[src/rtl/serial_adder_pkg.sv]
// Shared types and defaults for the bit-serial adder.
package serial_adder_pkg;

  localparam int unsigned SERIAL_ADDER_W_DEFAULT = 8;

  typedef enum logic [1:0] {
    IDLE = 2'd0,
    CALC = 2'd1,
    DONE = 2'd2
  } state_t;

endpackage

[src/rtl/serial_adder_full_adder.sv]
// Single-bit combinational full-adder cell used by the serial adder.
module full_adder (
  input  logic a,
  input  logic b,
  input  logic cin,
  output logic s,
  output logic cout
);

  assign s    = a ^ b ^ cin;
  assign cout = (a & b) | (a & cin) | (b & cin);

endmodule

[src/rtl/serial_adder.sv]
// Bit-serial unsigned W-bit adder, LSB first, valid/ready on both sides.
// Optional signed-overflow output enabled by SERIAL_ADDER_SIGNED_OVF_EN.
module serial_adder
  import serial_adder_pkg::*;
#(
  parameter int unsigned W = SERIAL_ADDER_W_DEFAULT
) (
  input  logic         clk,
  input  logic         rst,
  input  logic         in_valid,
  output logic         in_ready,
  input  logic [W-1:0] a,
  input  logic [W-1:0] b,
  output logic         out_valid,
  input  logic         out_ready,
  output logic [W-1:0] sum,
  output logic         carry_out
`ifdef SERIAL_ADDER_SIGNED_OVF_EN
  ,
  output logic         ovf
`endif
);

  localparam int unsigned CW = $clog2(W);
  localparam logic [CW-1:0] CNT_LAST = CW'(W - 1);

  state_t         state, state_next;
  logic [W-1:0]   a_sr, b_sr;
  logic           carry;
  logic [CW-1:0]  cnt;
  logic           fa_s, fa_cout;
  logic           in_fire, out_fire, last_bit;

  assign in_fire  = in_valid & in_ready;
  assign out_fire = out_valid & out_ready;
  assign last_bit = (cnt == CNT_LAST);

  full_adder u_fa (
    .a    (a_sr[0]),
    .b    (b_sr[0]),
    .cin  (carry),
    .s    (fa_s),
    .cout (fa_cout)
  );

  always_ff @(posedge clk or posedge rst) begin
    if (rst) state <= IDLE;
    else     state <= state_next;
  end

  always_comb begin
    state_next = state;
    case (state)
      IDLE:    if (in_fire)  state_next = CALC;
      CALC:    if (last_bit) state_next = DONE;
      DONE:    if (out_fire) state_next = IDLE;
      default: state_next = IDLE;
    endcase
  end

  always_comb begin
    in_ready  = (state == IDLE);
    out_valid = (state == DONE);
  end

  // Sum bits enter at the MSB; after W shifts the first bit lands in sum[0].
  always_ff @(posedge clk or posedge rst) begin
    if (rst) begin
      a_sr      <= '0;
      b_sr      <= '0;
      sum       <= '0;
      carry     <= 1'b0;
      carry_out <= 1'b0;
      cnt       <= '0;
`ifdef SERIAL_ADDER_SIGNED_OVF_EN
      ovf       <= 1'b0;
`endif
    end else begin
      case (state)
        IDLE: begin
          if (in_fire) begin
            a_sr  <= a;
            b_sr  <= b;
            carry <= 1'b0;
            cnt   <= '0;
          end
        end
        CALC: begin
          a_sr  <= a_sr >> 1;
          b_sr  <= b_sr >> 1;
          sum   <= {fa_s, sum[W-1:1]};
          carry <= fa_cout;
          if (last_bit) begin
            cnt       <= '0;
            carry_out <= fa_cout;
`ifdef SERIAL_ADDER_SIGNED_OVF_EN
            ovf       <= carry ^ fa_cout;
`endif
          end else begin
            cnt <= cnt + CW'(1);
          end
        end
        default: ;
      endcase
    end
  end

endmodule

[config.mk]
export PLATFORM = sky130hd
export DESIGN_NAME = serial_adder
export DESIGN_NICKNAME = d
export VERILOG_FILES = /design/src/rtl/serial_adder_pkg.sv /design/src/rtl/serial_adder_full_adder.sv /design/src/rtl/serial_adder.sv
export SDC_FILE = /design/constraint.sdc
export NUM_CORES = 1
export LEC_CHECK = 0
export ABC_AREA = 1
export CAP_MARGIN = 10
export CORE_ASPECT_RATIO = 1.2
export CORE_UTILIZATION = 35
export DETAILED_ROUTE_END_ITERATION = 16
export PLACE_DENSITY_LB_ADDON = 0.25
export REMOVE_ABC_BUFFERS = 1
export SKIP_CTS_REPAIR_TIMING = 1
export SLEW_MARGIN = 20
export SYNTH_ARGS = -nofsm -noshare
export SYNTH_HDL_FRONTEND = slang
export SYNTH_SLANG_ARGS = --single-unit
[constraint.sdc]
create_clock -name clk -period 1.1 [get_ports clk]
set_clock_uncertainty 0.1 [all_clocks]
set_input_delay 0.165 -clock clk [delete_from_list [all_inputs] [get_ports clk]]
set_output_delay 0.165 -clock clk [all_outputs]
set_load 0.02 [all_outputs]
Yosys cells after proc, flatten, opt, wreduce, memory -nomap -nowiden
Index checks and enable logic that the tools add are counted.

Output and inout bits: 11. Logic and storage cells: 41. Input bits: 20. Register bits: 31.

Eq/ne operators: 6. Reductions and logical operators: 5. Bitwise gates (word level): 9. Add/sub/neg operators: 1. Muxes and demuxes: 13.

Operators with widths (count): $pmux W8 S2 (2); $mux W8 (2); $mux W2 (3); $mux W3 (2); $pmux W2 S3 (1); $pmux W3 S2 (1); $and A1 B1 Y1 (5); $ne A2 B1 Y1 const B (2); $reduce_and A2 Y1 (2); $add A3 B1 Y3 const B (1); $eq A3 B3 Y1 const B (1); $reduce_and A3 Y1 (1); $eq A2 B1 Y1 const B (1); $eq A2 B2 Y1 const B (1); $logic_not A2 Y1 (1); $ne A2 B2 Y1 const B (1); $or A1 B1 Y1 (2); $pmux W1 S2 (1); $reduce_bool A2 Y1 (1); $xor A1 B1 Y1 (2); $mux W1 (1).

Logic depth before layout (Yosys ltp)
Depth after elaboration: 4. Mapped depth: 7. Gate-level depth less buffers: 6.

By module
A second synthesis with hierarchy kept.

Cell total of the unflattened synthesis: 195. Area, all modules: 1519.0 um^2.

By module, submodules not included: serial_adder (times used 1, cells each 194, seq. area each 775.7 um^2, area an instance 1498.9 um^2); full_adder (times used 1, cells each 1, seq. area each 0.0 um^2, area an instance 20.0 um^2).

Worst setup path after synthesis
OpenSTA, ideal clock, no wires.

Kind: register to register. Start point: register state[0]. End point: register a_sr[7]. Setup time: 0.083 ns. Data required time: 0.917 ns. Cell stages (with the launch flop): 5. Setup slack: -0.137 ns. Buffers on the path: 1. Clock period less this slack: 1.237 ns. Data arrival time: 1.055 ns. Path through: dfrtp_1 buf_4 nor2_1 nand3_1 o21ai_0.

Cells in the longest elaborated chain, start to end: 4. Elaborated cells between the ends (all ways): 7. Those cells by class: 2 x eq/ne; 1 x mux; 1 x bitwise; 3 x reduce/logical.

Ends and longest elaborated chain: start: declaration (line serial_adder.sv:27) `state_t state, state_next;`; start signal: assignment (line serial_adder.sv:48) `else state <= state_next;`; $logic_not A2 Y1 (*) (line serial_adder.sv:62) `in_ready = (state == IDLE);`; named net in_ready (line serial_adder.sv:11) `output logic in_ready,`; $and A1 B1 Y1 (line serial_adder.sv:34) `assign in_fire = in_valid & in_ready;`; $ne A2 B1 Y1 (no line); $reduce_and A2 Y1 (no line); end signal: assignment (line serial_adder.sv:89) `a_sr <= a_sr >> 1;`; end: declaration (line serial_adder.sv:28) `logic [W-1:0] a_sr, b_sr;`.

The timed path passes the listed nets; every way through them passes the cells marked *. A chain may end at the register's enable or synchronous reset.

Worst setup path after layout
Start point: register state[1]. End point: register a_sr[5].

Cells in the longest elaborated chain, start to end: 4. Elaborated cells between the ends (all ways): 7. Those cells by class: 2 x eq/ne; 1 x mux; 1 x bitwise; 3 x reduce/logical.

Ends and longest elaborated chain (line): $logic_not A2 Y1 (serial_adder.sv:62, serial_adder.sv:79); $and A1 B1 Y1 (serial_adder.sv:34); $ne A2 B1 Y1 (no line); $reduce_and A2 Y1 (no line).

Parallel ways exist; a longest one is shown, timed or not.

==> run_results.csv <==
group,metric,value,unit
global_routing,use_met2,0.2862,
logic_synthesis,synth_mux_area_frac,0,
logic_synthesis,synth_top_family_by_area,"simple AND/OR/NAND/NOR gates",
sta,setup_ws,-0.1898,ns
outcome,violations,"setup timing",
floorplan,dieArea,4711,um2
clock_tree,cts.path.max_buffers,2,
outcome,status,"finished with violations",
placement,place_ws,-0.3154,ns
clock_tree,cts_htree_levels,2,
layout,antenna_cells,0,
hold_path,hp-class,"in -> async",
global_routing,overflow,0,
routing,wl_per_cell,11.01,um
sta,slew_viol_final,0,
power,p_int,3934,uW
worst_setup_path,start_kind,"flop",
power,p_switching,2481,uW
global_routing,grt_first_pass_wirelength,5.582,mm
logic_synthesis,synth_fa_ha_area_frac,0.02899,
routing,drc_errors,0,
logic_synthesis,ys_warn_count,0,
worst_setup_path,crit_chain,"inv_4, buf_8, nand2_8, nand2_8, buf_12, nand3_2, nand2_1",
flow_run,cap_violations,0,
sta,max-slew-margin-rel,0.8858,
power,clockPowerShare,0.151,
worst_setup_path,critPathRequiredTime,1.17,ns
floorplan,die_w,62.83,um
sta,fin_crit,1.290,ns
layout,final_area,2330,um2
floorplan,initial_utilization,0.3647,
placement,place_area,2033,um2
worst_setup_path,critical_path_arrival,1.36,ns
routing,routed_via_density,4.417,
floorplan,io_pins,31,
global_routing,gr-usage-met3,0.04848,
layout,multiInputGateArea,668.1,um2
layout,fin_nets,273,
power,ir_worst_vdd,0.001401,V
worst_setup_path,critical-path-top-delay-family,"flip-flops",
power,power_density,2754,nW/um2
sta,tightestPinTransition,0.1713,ns
clock_tree,cts.sink_count,31,
global_routing,grtUsageMet1,0.1708,
logic_synthesis,synth_compound_area_frac,0.02899,
placement,hpwlAfterDp,2.109,mm
global_routing,grt_pass1_vias,1251,
layout,area_growth,49.92,%
worst_setup_path,cp.buffers_inverters,3,
global_routing,antenna_found_initial,0,
worst_setup_path,end_kind,"flop",
routing,vias,1356,
power,combPwrFrac,0.532,
power,total_power,6415,uW
global_routing,top_usage_layer,"met2",
routing,ant_nets,0,
clock_tree,clk_pin_slew,0.06,ns
placement,globalplace.congestion,0.6990,
clock_tree,cts_tree,"yes",
worst_setup_path,crit_cells,7,
logic_synthesis,yosys.area_share.simple,0.3148,
placement,portBuffers,30,
power,p_leak,0.001240,uW
logic_synthesis,ys_seq_elements,31,
sta,whs,0.1236,ns
floorplan,fp.coreArea,4262,um2
sta,finalSetupTns,-4.758,ns
power,power_frac_seq,0.317,
clock_tree,clock_latency,0.28,ns
global_routing,grt_max_degree,32,
logic_synthesis,syn_avg_cell_area,7.969,um2
logic_synthesis,synth-xor-area-share,0,
worst_setup_path,cpMaxStageDelayCell,"dfrtp_1",
sta,setup_viol,33,
clock_tree,cts-root-buf,"clkbuf_8",
layout,fill_cells,406,
floorplan,fp.dieH,74.99,um
logic_synthesis,syn_inst,195,
layout,drive_above_1_share,0.2869,
layout,regArea,777.0,um2
layout,final_common_cell,"nand2_1",
sta,finalHoldViolations,0,
worst_setup_path,crit_type,"reg -> reg",
worst_setup_path,critPathMaxFanout,8,
routing,dr.pass1.iters,4,
sta,rsz0062_at_grt,"yes",
sta,fmax,0.7753,GHz
global_routing,grt_use_total,0.1583,
logic_synthesis,yosysSeqAreaShare,0.4992,
power,switching_share,0.3868,
worst_setup_path,path_common_cell,"nand2_8",
layout,most-common-layout-cells,"nand2_1, inv_1, dfrtp_1",
logic_synthesis,netlist_area,1554,um2
logic_synthesis,synth_cell_types,18,
sta,finalCritPeriodShare,1.173,
worst_setup_path,slowest_delay,0.41,ns
routing,wirelength,3.379,mm
floorplan,num_rows,26,
clock_tree,cts_buffers,5,
worst_setup_path,reg2regPathDepth,7,
routing,drtIter0Drc,62,
routing by layer:
layer | vias up | part of all wire | wire length, um
li1 | 701 | - | -
met1 | 620 | 0.43 | 1444
met2 | 29 | 0.50 | 1705
met3 | 6 | 0.047 | 160
met4 | 0 | 0.020 | 68
met5 | - | 0 | 0
synth_stat cells, drive strengths merged:
master	n	area share
dfrtp	31	0.50
o22ai	1	0.0040
fa	1	0.013
o21ai	6	0.019
nand3	32	0.10
inv	36	0.092
ha	2	0.016
nand2	75	0.21
nor2	2	0.0048
a21oi	1	0.0056
buf	8	0.036
cell type report:
cell class | count | share of cell area
inverter | 36 | 0.06337
tap | 56 | 0.03008
multi-input combinational | 120 | 0.2868
sequential | 31 | 0.3335
timing repair buffer | 56 | 0.2433
clock buffer | 8 | 0.04296
state kept, by name, summed over array words and instances (netlist names):
| signal | cells |
|---|---|
| cnt | 3 |
| a_sr | 8 |
| carry | 1 |
| state | 2 |
| b_sr | 8 |
| carry_out | 1 |
| sum | 8 |
worst register-to-register path, delay by kind of cell (launching register included):
family / cells / cell delay [ns]
and+or+nand+nor: 4 / 0.33
buffers and inverters: 3 / 0.35
DFF: 1 / 0.41
final timing paths:
path                               start  endpoint  slack, ns
worst max-delay path            state[1]   a_sr[5]      -0.19
worst min-delay path                 rst  state[1]       0.12
worst max register to register  state[1]   a_sr[5]      -0.19
worst min register to register   a_sr[1]   a_sr[1]       0.37
max in group asynchronous            rst  state[0]       0.60
min in group clk                    a[7]   a_sr[7]       0.35
cell families (layout without fill, tap and decap cells):
| logic type | after synthesis | in the layout |
|---|---|---|
| fa+ha+maj | 3 | 3 |
| flops | 31 | 31 |
| simple gates | 109 | 109 |
| buf+inv | 44 | 100 |
| compound gates | 8 | 8 |
through the flow:
step	instances	util
floorplan	187	-
detailed placement	290	0.4771
finish	307	0.5467
global placement	290	0.4771
CTS	298	0.5006
global route	307	0.5467
power groups by stage:
| stage | logic (uW) | clock network [uW] | registers [uW] |
|---|---|---|---|
| 2_1_floorplan | 1470 | 0 | 2180 |
| 3_3_place_gp | 2850 | 0 | 1970 |
| 3_5_place_dp | 2870 | 0 | 1970 |
| 4_1_cts | 2890 | 1010 | 1970 |
| 5_1_grt | 3850 | 1060 | 2090 |
| 6_report | 3410 | 967 | 2030 |
No activity file was read; power rests on OpenSTA's default activity.
